==> src/rtl/sl_pos_gen_pkg.sv <==
// Shared constants for the scanline-phase generator: state encoding, widths, sync polarity, pipeline depth.
package sl_pos_gen_pkg;

  localparam int unsigned COLOR_W_DEF = 8;
  localparam int unsigned PHASE_W_DEF = 16;
  localparam int unsigned REL_W       = 8;
  localparam int unsigned PIPE_DEPTH  = 2;

  localparam logic SYNC_ACTIVE = 1'b0;

  localparam logic [0:0] ST_IDLE  = 1'b0;
  localparam logic [0:0] ST_FRAME = 1'b1;

endpackage

==> src/rtl/sl_phase_acc.sv <==
// Phase accumulator: holds P, muxes frame load vs line step, and produces the carry and mid-line position.
module sl_phase_acc
  import sl_pos_gen_pkg::*;
#(
  parameter int unsigned PHASE_W = PHASE_W_DEF
) (
  input  logic               clk,
  input  logic               rst,
  input  logic               load_i,
  input  logic               step_i,
  input  logic [PHASE_W-1:0] load_val_i,
  input  logic [PHASE_W-1:0] inc_i,
  output logic               carry_c,
  output logic [REL_W-1:0]   rel_c
);

  logic [PHASE_W-1:0] phase_q, phase_d;
  logic [PHASE_W:0]   sum_c;

  // Load has priority over step so a frame start never advances or strobes.
  always_comb begin
    sum_c   = {1'b0, phase_q} + {1'b0, inc_i};
    phase_d = phase_q;
    carry_c = 1'b0;
    if (load_i) begin
      phase_d = load_val_i;
    end else if (step_i) begin
      phase_d = sum_c[PHASE_W-1:0];
      carry_c = sum_c[PHASE_W];
    end
    rel_c = REL_W'((phase_q + (inc_i >> 1)) >> (PHASE_W - REL_W));
  end

  always_ff @(posedge clk) begin
    if (rst) begin
      phase_q <= '0;
    end else begin
      phase_q <= phase_d;
    end
  end

endmodule

==> src/rtl/sl_pos_gen.sv <==
// Vertical scanline-phase generator: per-line relative position plus 2-cycle aligned video/sync stream.
// Optional SL_FIELD_OFFSET_EN adds field_i for a half-line phase shift on odd interlaced fields.
module sl_pos_gen
  import sl_pos_gen_pkg::*;
#(
  parameter int unsigned COLOR_W = COLOR_W_DEF,
  parameter int unsigned PHASE_W = PHASE_W_DEF
) (
  input  logic                 VCLK_i,
  input  logic                 VRST_i,
  input  logic                 HSYNC_i,
  input  logic                 VSYNC_i,
  input  logic                 DE_i,
  input  logic [3*COLOR_W-1:0] vdata_i,
  input  logic [PHASE_W-1:0]   vpos_inc_i,
  input  logic [PHASE_W-1:0]   vpos_offset_i,
`ifdef SL_FIELD_OFFSET_EN
  input  logic                 field_i,
`endif
  output logic                 HSYNC_o,
  output logic                 VSYNC_o,
  output logic                 DE_o,
  output logic [3*COLOR_W-1:0] vdata_o,
  output logic [REL_W-1:0]     sl_rel_pos_o,
  output logic                 sl_valid_o,
  output logic                 src_line_strobe_o
);

  localparam int unsigned DATA_W = 3 * COLOR_W;
  localparam int unsigned VID_W  = DATA_W + 3;
  localparam int unsigned HS_B   = VID_W - 1;
  localparam int unsigned VS_B   = VID_W - 2;
  localparam int unsigned DE_B   = VID_W - 3;

  logic [VID_W-1:0]   vid_q [PIPE_DEPTH];
  logic [VID_W-1:0]   vid_d [PIPE_DEPTH];
  logic [0:0]         state_q, state_d;
  logic [REL_W-1:0]   rel_q, rel_d;
  logic               valid_q, valid_d;
  logic               strobe_q, strobe_d;
  logic               vs_fall_c, de_fall_c, de_o_rise_c, step_c, carry_c;
  logic [PHASE_W-1:0] load_val_c;
  logic [REL_W-1:0]   rel_c;

  // First delay stage doubles as the registered copy used for edge detection.
  always_comb begin
    vs_fall_c   = (vid_q[0][VS_B] != SYNC_ACTIVE) && (VSYNC_i == SYNC_ACTIVE);
    de_fall_c   = vid_q[0][DE_B] & ~DE_i;
    de_o_rise_c = vid_q[PIPE_DEPTH-2][DE_B] & ~vid_q[PIPE_DEPTH-1][DE_B];
    vid_d[0]    = {HSYNC_i, VSYNC_i, DE_i, vdata_i};
    for (int unsigned i = 1; i < PIPE_DEPTH; i++) begin
      vid_d[i] = vid_q[i-1];
    end
  end

  always_comb begin
`ifdef SL_FIELD_OFFSET_EN
    load_val_c = vpos_offset_i + (field_i ? (vpos_inc_i >> 1) : '0);
`else
    load_val_c = vpos_offset_i;
`endif
  end

  // Next state and output register inputs.
  always_comb begin
    state_d  = state_q;
    step_c   = 1'b0;
    rel_d    = rel_q;
    if (vs_fall_c) begin
      state_d = ST_FRAME;
    end else if ((state_q == ST_FRAME) && de_fall_c) begin
      step_c = 1'b1;
    end
    strobe_d = step_c & carry_c;
    valid_d  = (state_d == ST_FRAME);
    if ((state_q == ST_FRAME) && de_o_rise_c) begin
      rel_d = rel_c;
    end
  end

  sl_phase_acc #(
    .PHASE_W(PHASE_W)
  ) u_acc (
    .clk       (VCLK_i),
    .rst       (VRST_i),
    .load_i    (vs_fall_c),
    .step_i    (step_c),
    .load_val_i(load_val_c),
    .inc_i     (vpos_inc_i),
    .carry_c   (carry_c),
    .rel_c     (rel_c)
  );

  always_ff @(posedge VCLK_i) begin
    if (VRST_i) begin
      state_q  <= ST_IDLE;
      rel_q    <= '0;
      valid_q  <= 1'b0;
      strobe_q <= 1'b0;
      for (int unsigned i = 0; i < PIPE_DEPTH; i++) begin
        vid_q[i] <= '0;
      end
    end else begin
      state_q  <= state_d;
      rel_q    <= rel_d;
      valid_q  <= valid_d;
      strobe_q <= strobe_d;
      for (int unsigned i = 0; i < PIPE_DEPTH; i++) begin
        vid_q[i] <= vid_d[i];
      end
    end
  end

  assign HSYNC_o           = vid_q[PIPE_DEPTH-1][HS_B];
  assign VSYNC_o           = vid_q[PIPE_DEPTH-1][VS_B];
  assign DE_o              = vid_q[PIPE_DEPTH-1][DE_B];
  assign vdata_o           = vid_q[PIPE_DEPTH-1][DATA_W-1:0];
  assign sl_rel_pos_o      = rel_q;
  assign sl_valid_o        = valid_q;
  assign src_line_strobe_o = strobe_q;

endmodule

==> config.mk <==
export PLATFORM = sky130hd
export DESIGN_NAME = sl_pos_gen
export DESIGN_NICKNAME = d
export VERILOG_FILES = /design/src/rtl/sl_pos_gen_pkg.sv /design/src/rtl/sl_phase_acc.sv /design/src/rtl/sl_pos_gen.sv
export SDC_FILE = /design/constraint.sdc
export NUM_CORES = 1
export LEC_CHECK = 0
export ABC_CLOCK_PERIOD_IN_PS = 3060
export CELL_PAD_IN_SITES_DETAIL_PLACEMENT = 1
export CELL_PAD_IN_SITES_GLOBAL_PLACEMENT = 1
export CORE_UTILIZATION = 37
export DETAILED_ROUTE_END_ITERATION = 8
export PLACE_DENSITY_LB_ADDON = 0.1
export SLEW_MARGIN = 0
export SYNTH_ARGS = -nofsm -noshare
export SYNTH_HDL_FRONTEND = slang
export SYNTH_SLANG_ARGS = --single-unit
==> constraint.sdc <==
create_clock -name VCLK_i -period 3.06 [get_ports VCLK_i]
set_clock_uncertainty 0.1 [all_clocks]
set_input_delay 0.612 -clock VCLK_i [delete_from_list [all_inputs] [get_ports VCLK_i]]
set_output_delay 0.612 -clock VCLK_i [all_outputs]
set_load 0.005 [all_outputs]
==> results of run 1 <==
==> registers in the layout, indices dropped and copies added (netlist names) <==
name	count
src_line_strobe_o	1
sl_valid_o	1
sl_rel_pos_o	8
u_acc.phase_q	16
vid_q	54
==> cells by family (layout without fill, tap and decap cells) <==
kind of cell / Yosys count / in the layout / synth area share [%]
xor gates and xnor gates: 9 / 9 / 2.06
and+or+nand+nor: 167 / 167 / 23.4
AOI/OAI and AO/OA: 104 / 104 / 19.2
adders and majority gates: 31 / 31 / 10.3
buffers and inverters: 27 / 136 / 2.64
muxes: 2 / 2 / 0.522
DFF: 80 / 80 / 41.8
==> synth_stat cells, types with 3 or more instances <==
library cell / count / area [um^2]
or2_2: 4 / 25.0
nor2_1: 22 / 82.6
nand2b_1: 6 / 37.5
and3_1: 4 / 25.0
ha_1: 30 / 375
o21ai_0: 17 / 85.1
nand2_1: 30 / 113
o211ai_1: 5 / 37.5
clkbuf_1: 15 / 56.3
dfxtp_1: 80 / 1600
nor3_1: 15 / 75.1
nor2b_1: 57 / 357
nand3b_1: 4 / 30.0
a21oi_1: 29 / 145
or3_1: 5 / 31.3
a21o_1: 4 / 30.0
xor2_1: 3 / 26.3
a211o_1: 3 / 26.3
a311oi_1: 3 / 26.3
xnor2_1: 6 / 52.6
a211oi_1: 5 / 37.5
nand3_1: 9 / 45.0
inv_1: 10 / 37.5
a21boi_0: 3 / 22.5
a31oi_1: 3 / 18.8
nand4_1: 3 / 18.8
==> per-stage QoR <==
step           hold WS (ps)  setup WS [ps]  std cells  util, %  area, um^2
6_report                342            353        662     52.3        5180
4_1_cts                 347            343        662     52.3        5180
2_1_floorplan           314            660        420        -        3830
3_3_place_gp            316            101        646     50.4        5000
5_1_grt                 353            223        662     52.3        5180
3_5_place_dp            324          -57.5        646     50.4        5000
==> final cells by class <==
class                   count  area, um^2  share of cell area, %
multi-input cells         313        2130                   41.1
flip-flops and latches     80        1600                   30.9
repair buffers            110        1060                   20.5
well taps                 133         166                   3.21
clock buffers               9         124                   2.39
clock inverters             7        60.1                   1.16
inverters                  10        37.5                  0.724
==> power by group through the flow <==
stage	clock [W]	sequential, W	combinational (W)
after detailed placement	0	0.00113	0.000417
after global routing	0.000826	0.00111	0.000461
after CTS	0.000776	0.00111	0.000420
after floorplan	0	0.00113	0.000231
after global placement	0	0.00113	0.000404
final	0.000752	0.00111	0.000417
==> worst max-delay path: stages <==
cell	delay (ps)
clkdlybuf4s50_1	460
ha_1	160
inv_1	50
fa_1	390
nor2b_1	160
o2111ai_1	200
nand3_1	200
a21oi_1	80
o311ai_0	380
a21oi_1	120
==> worst max path at each step <==
stage	startpoint	end	slack [ps]	cells past startpoint
floorplan	vpos_inc_i[0]	u_acc.phase_q[10]	660	9
global placement	vpos_inc_i[1]	u_acc.phase_q[15]	100	8
detailed placement	vpos_inc_i[0]	u_acc.phase_q[10]	-60	10
CTS	vpos_inc_i[0]	u_acc.phase_q[10]	340	10
global route	vpos_inc_i[6]	sl_rel_pos_o[5]	220	9
finish	vpos_inc_i[0]	u_acc.phase_q[10]	350	10
==> per-layer routing <==
| metal | vias up | wire, um | track usage [%] |
|---|---|---|---|
| met1 | 1683 | 4610 | 23.2 |
| met2 | 71 | 5450 | 38.3 |
| met5 | - | 0 | 0 |
| met4 | 0 | 192 | 6.84 |
| li1 | 1705 | - | - |
| met3 | 12 | 393 | 4.85 |
==> results.ini, run 1 <==
[setup_path]
timing.rr.end = u_acc.phase_q[10]
critPathCaptureType = register
r2r_start = u_acc.phase_q[0]
rrSetupSlack_ps = 680
required_ps = 3180
critPathLaunchType = input port
crit_fanout = 4
path_class = input port to register
crit_arrival_ps = 2830
r2r.worst_path.cells = 9

[cts]
cts_max_level = 3
root_buffer = clkbuf_8
cts_setup_buffers = 0
numClockSinks = 80
cts_buffers = 9
clk_pin_slew_ps = 100
insertion_delay_ps = 360
ctsHoldBuffers = 0
cts_tree = yes
cts_resized = 0
cts_buffer_depth = 2

[timing]
final_max_slew_viol_count = 0
finalSetupViolCount = 0
hold_viol = 0
period_minus_slack_ps = 2710
finalSetupTns_ps = 0
tightest_slew_ps = 594
max_freq_mhz = 369
rsz0062_at_grt = false
post-route-period-util_pct = 88.5
timing.slew.headroom_pct = 60.4

[synthesis]
async_flop_share_pct = 0
syn_area_um2 = 3830
ys.flop_type = dfxtp_1
ys_seq_elements = 80
ys_seq_area_share_pct = 41.8
ys_warn_count = 0
synth_edf_count = 0
synth.net_count = 512
netlist_instances = 420
avgSynthCellArea_um2 = 9.12
synth_cell_types = 59

[placed_design]
globalplace.congestion = 0.835
portBuffers = 97
place_hpwl_um = 8080

[worst_hold_path]
hp-start = vid_q[0][23]
hold_path.class = register to register
min_path_cells = 1
hold_end = vid_q[0][50]

[power]
p_int_w = 0.00162
seqPwrFrac_pct = 48.7
p_leak_nw = 2.08
switching_share_pct = 28.8
power.share.clock_pct = 33.0
comb_power_share_pct = 18.3
p_sw_w = 0.000656
power.density_nw_per_um2 = 439
power_w = 0.00228
ir_worst_vdd_mv = 0.212

[finish]
n_antenna_cell = 0
layout_common_cells = clkdlybuf4s50_1 (96), dfxtp_1 (80), nor2b_1 (57)
drive_gt1_share_pct = 8.32
fillers = 1168
final_common_cell = clkdlybuf4s50_1
nets = 616
area_growth_pct = 35.2

[drt]
routed-via-count = 3471
wl_per_cell_um = 16.1
drt_iter0_drc = 65
drt_pass1_iterations = 5
ant_nets = 0
drc = 0
wirelength_um = 10600
viasPerCell = 5.24

[job]
cap_violations = 0

[floorplan]
die_h_um = 104
initial_utilization_pct = 38.7
coreArea_um2 = 9910
die_w_um = 104
rows = 36
io_pins = 98
die-area_um2 = 10800

[outcome]
outcome = finished clean

[global_routing]
grt_pass1_wl_um = 17800
overflow = 0
antenna_found_initial = 0
track_usage_pct = 20.7
grt_max_degree = 29
grt_pass1_vias = 3667

Power figures use the tool's default switching activity.
==> inputs of run 2 (changes only) <==
- CORE_MARGIN: unset -> 2
==> run 2 against run 1 <==
Effect of this change:
- die area increased by 3.9%
- fmax decreased by 1.6%
- flip-flop and latch count unchanged
- critical path depth unchanged
- global-route usage decreased by 1.3 points
- clock power increased by 27%
- power increased by 8.7%
- largest cell class unchanged
- largest power group unchanged
- highest routed layer unchanged
==> results.ini, run 2 (same netlist as run 1, synthesis figures left out) <==
[setup_path]
required_ps = 3170  ; about the same
critPathLaunchType = input port
critPathCaptureType = register
path_class = input port to register
crit_fanout = 4  ; unchanged
crit_arrival_ps = 2860  ; +30 ps

[cts]
numClockSinks = 80  ; unchanged
root_buffer = clkbuf_8
cts_buffers = 9  ; unchanged
ctsHoldBuffers = 0  ; unchanged
cts_tree = yes
cts_resized = 0  ; unchanged
cts_max_level = 3  ; unchanged
cts_setup_buffers = 0  ; unchanged
insertion_delay_ps = 350  ; about the same
clk_pin_slew_ps = 90  ; about the same
cts_buffer_depth = 2  ; unchanged

[finish]
nets = 614  ; -0.32%
n_antenna_cell = 0  ; unchanged
drive_gt1_share_pct = 7.79  ; -0.52 points
area_growth_pct = 36.4
largest_register_ffs = 54  ; unchanged
layout_common_cells = clkdlybuf4s50_1 (96), dfxtp_1 (80), nor2b_1 (57)
final_common_cell = clkdlybuf4s50_1
regMostFlops = vid_q
final_area_um2 = 5230  ; +0.87%

[timing]
tightest_slew_ps = 701  ; +106 ps
hold_viol = 0  ; unchanged
finalSetupViolCount = 0  ; unchanged
final_max_slew_viol_count = 0  ; unchanged
hold-worst-slack_ps = 334  ; -7.86 ps
finalSetupTns_ps = 0  ; unchanged
post-route-period-util_pct = 89.9  ; +1.4 points
max_freq_mhz = 364  ; -1.6%
rsz0062_at_grt = false
period_minus_slack_ps = 2750  ; +43.9 ps
timing.slew.headroom_pct = 53.3  ; -7.1 points
worst_slack_ps = 309  ; -43.9 ps

[job]
cap_violations = 0  ; unchanged

[drt]
viasPerCell = 5.16  ; -1.6%
drt_iter0_drc = 69  ; +6.2%
drt_pass1_iterations = 4  ; -1
drc = 0  ; unchanged
wirelength_um = 10400  ; -2.1%
ant_nets = 0  ; unchanged
wl_per_cell_um = 15.7  ; -2.1%
routed-via-count = 3414  ; -1.6%

[global_routing]
met3_usage_pct = 4.21  ; -0.64 points
use_met1_pct = 23.3  ; +0.15 points
top_usage_layer = met2
antenna_found_initial = 0  ; unchanged
track_usage_pct = 19.4  ; -1.3 points
grt_pass1_vias = 3552  ; -3.1%
overflow = 0  ; unchanged
use_met2_pct = 35.0  ; -3.3 points
grt_max_degree = 35  ; +21%
grt_pass1_wl_um = 17300  ; -2.7%

[placed_design]
detailedPlace.worstSlack_ps = -37.1  ; +20.4 ps
place_hpwl_um = 8060  ; -0.29%
portBuffers = 97  ; unchanged
globalplace.congestion = 0.863  ; +3.4%
dpl_cell_area_um2 = 4990  ; -0.23%

[floorplan]
coreArea_um2 = 10200  ; +2.8%
die-area_um2 = 11200  ; +3.9%
die_w_um = 106  ; +1.9%
initial_utilization_pct = 37.6  ; -1.0 points
die_h_um = 106  ; +1.9%
io_pins = 98  ; unchanged
rows = 37  ; +2.8%

[power]
power.density_nw_per_um2 = 473  ; +7.8%
p_leak_nw = 2.10  ; +0.63%
ir_worst_vdd_mv = 0.232  ; +9.4%

[worst_hold_path]
hold_path.class = register to register

[outcome]
outcome = finished clean

==> run 2: worst max-delay path: stages <==
cell and delay, ps:
clkdlybuf4s50_1 460, ha_1 230, inv_1 80, fa_1 380, nor2b_1 160, o2111ai_1 180
nand3_1 210, a21oi_1 90, o311ai_0 360, a21oi_1 110
==> run 2: power breakdown <==
| group | switching, W | internal [W] | total, W |
|---|---|---|---|
| clock network | 0.000409 | 0.000545 | 0.000955 |
| logic | 0.000194 | 0.000218 | 0.000412 |
| registers | 0.0000207 | 0.00109 | 0.00111 |
| total | 0.000624 | 0.00185 | 0.00247 |
==> run 2: metrics by stage <==
step,cells,total power [W],utilization [%]
floorplan,420,0.00136,-
global placement,647,0.00153,49.0
detailed placement,647,0.00155,49.0
CTS,662,0.00251,51.3
global route,662,0.00260,51.3
finish,662,0.00247,51.3
==> run 2: final timing paths <==
check,slack [ps],end,startpoint,cells past startpoint
max reg2reg,670,u_acc.phase_q[10],u_acc.phase_q[0],9
max,310,u_acc.phase_q[10],vpos_inc_i[0],10
min,330,vid_q[0][28],vid_q[0][1],1
min reg2reg,330,vid_q[0][28],vid_q[0][1],1
==> run 2: per-layer routing <==
layer | vias up | part of all wire, %
met5 | - | 0
li1 | 1699 | -
met1 | 1644 | 44
met2 | 58 | 51
met3 | 13 | 3.8
met4 | 0 | 1.2
==> run 2: area by class of cell <==
cell class              count  area (um^2)
clock inverters             6          116
well taps                 136          170
flip-flops and latches     80         1600
inverters                  10         37.5
clock buffers               9          124
multi-input cells         313         2130
repair buffers            108         1050
fillers                  1188         4960
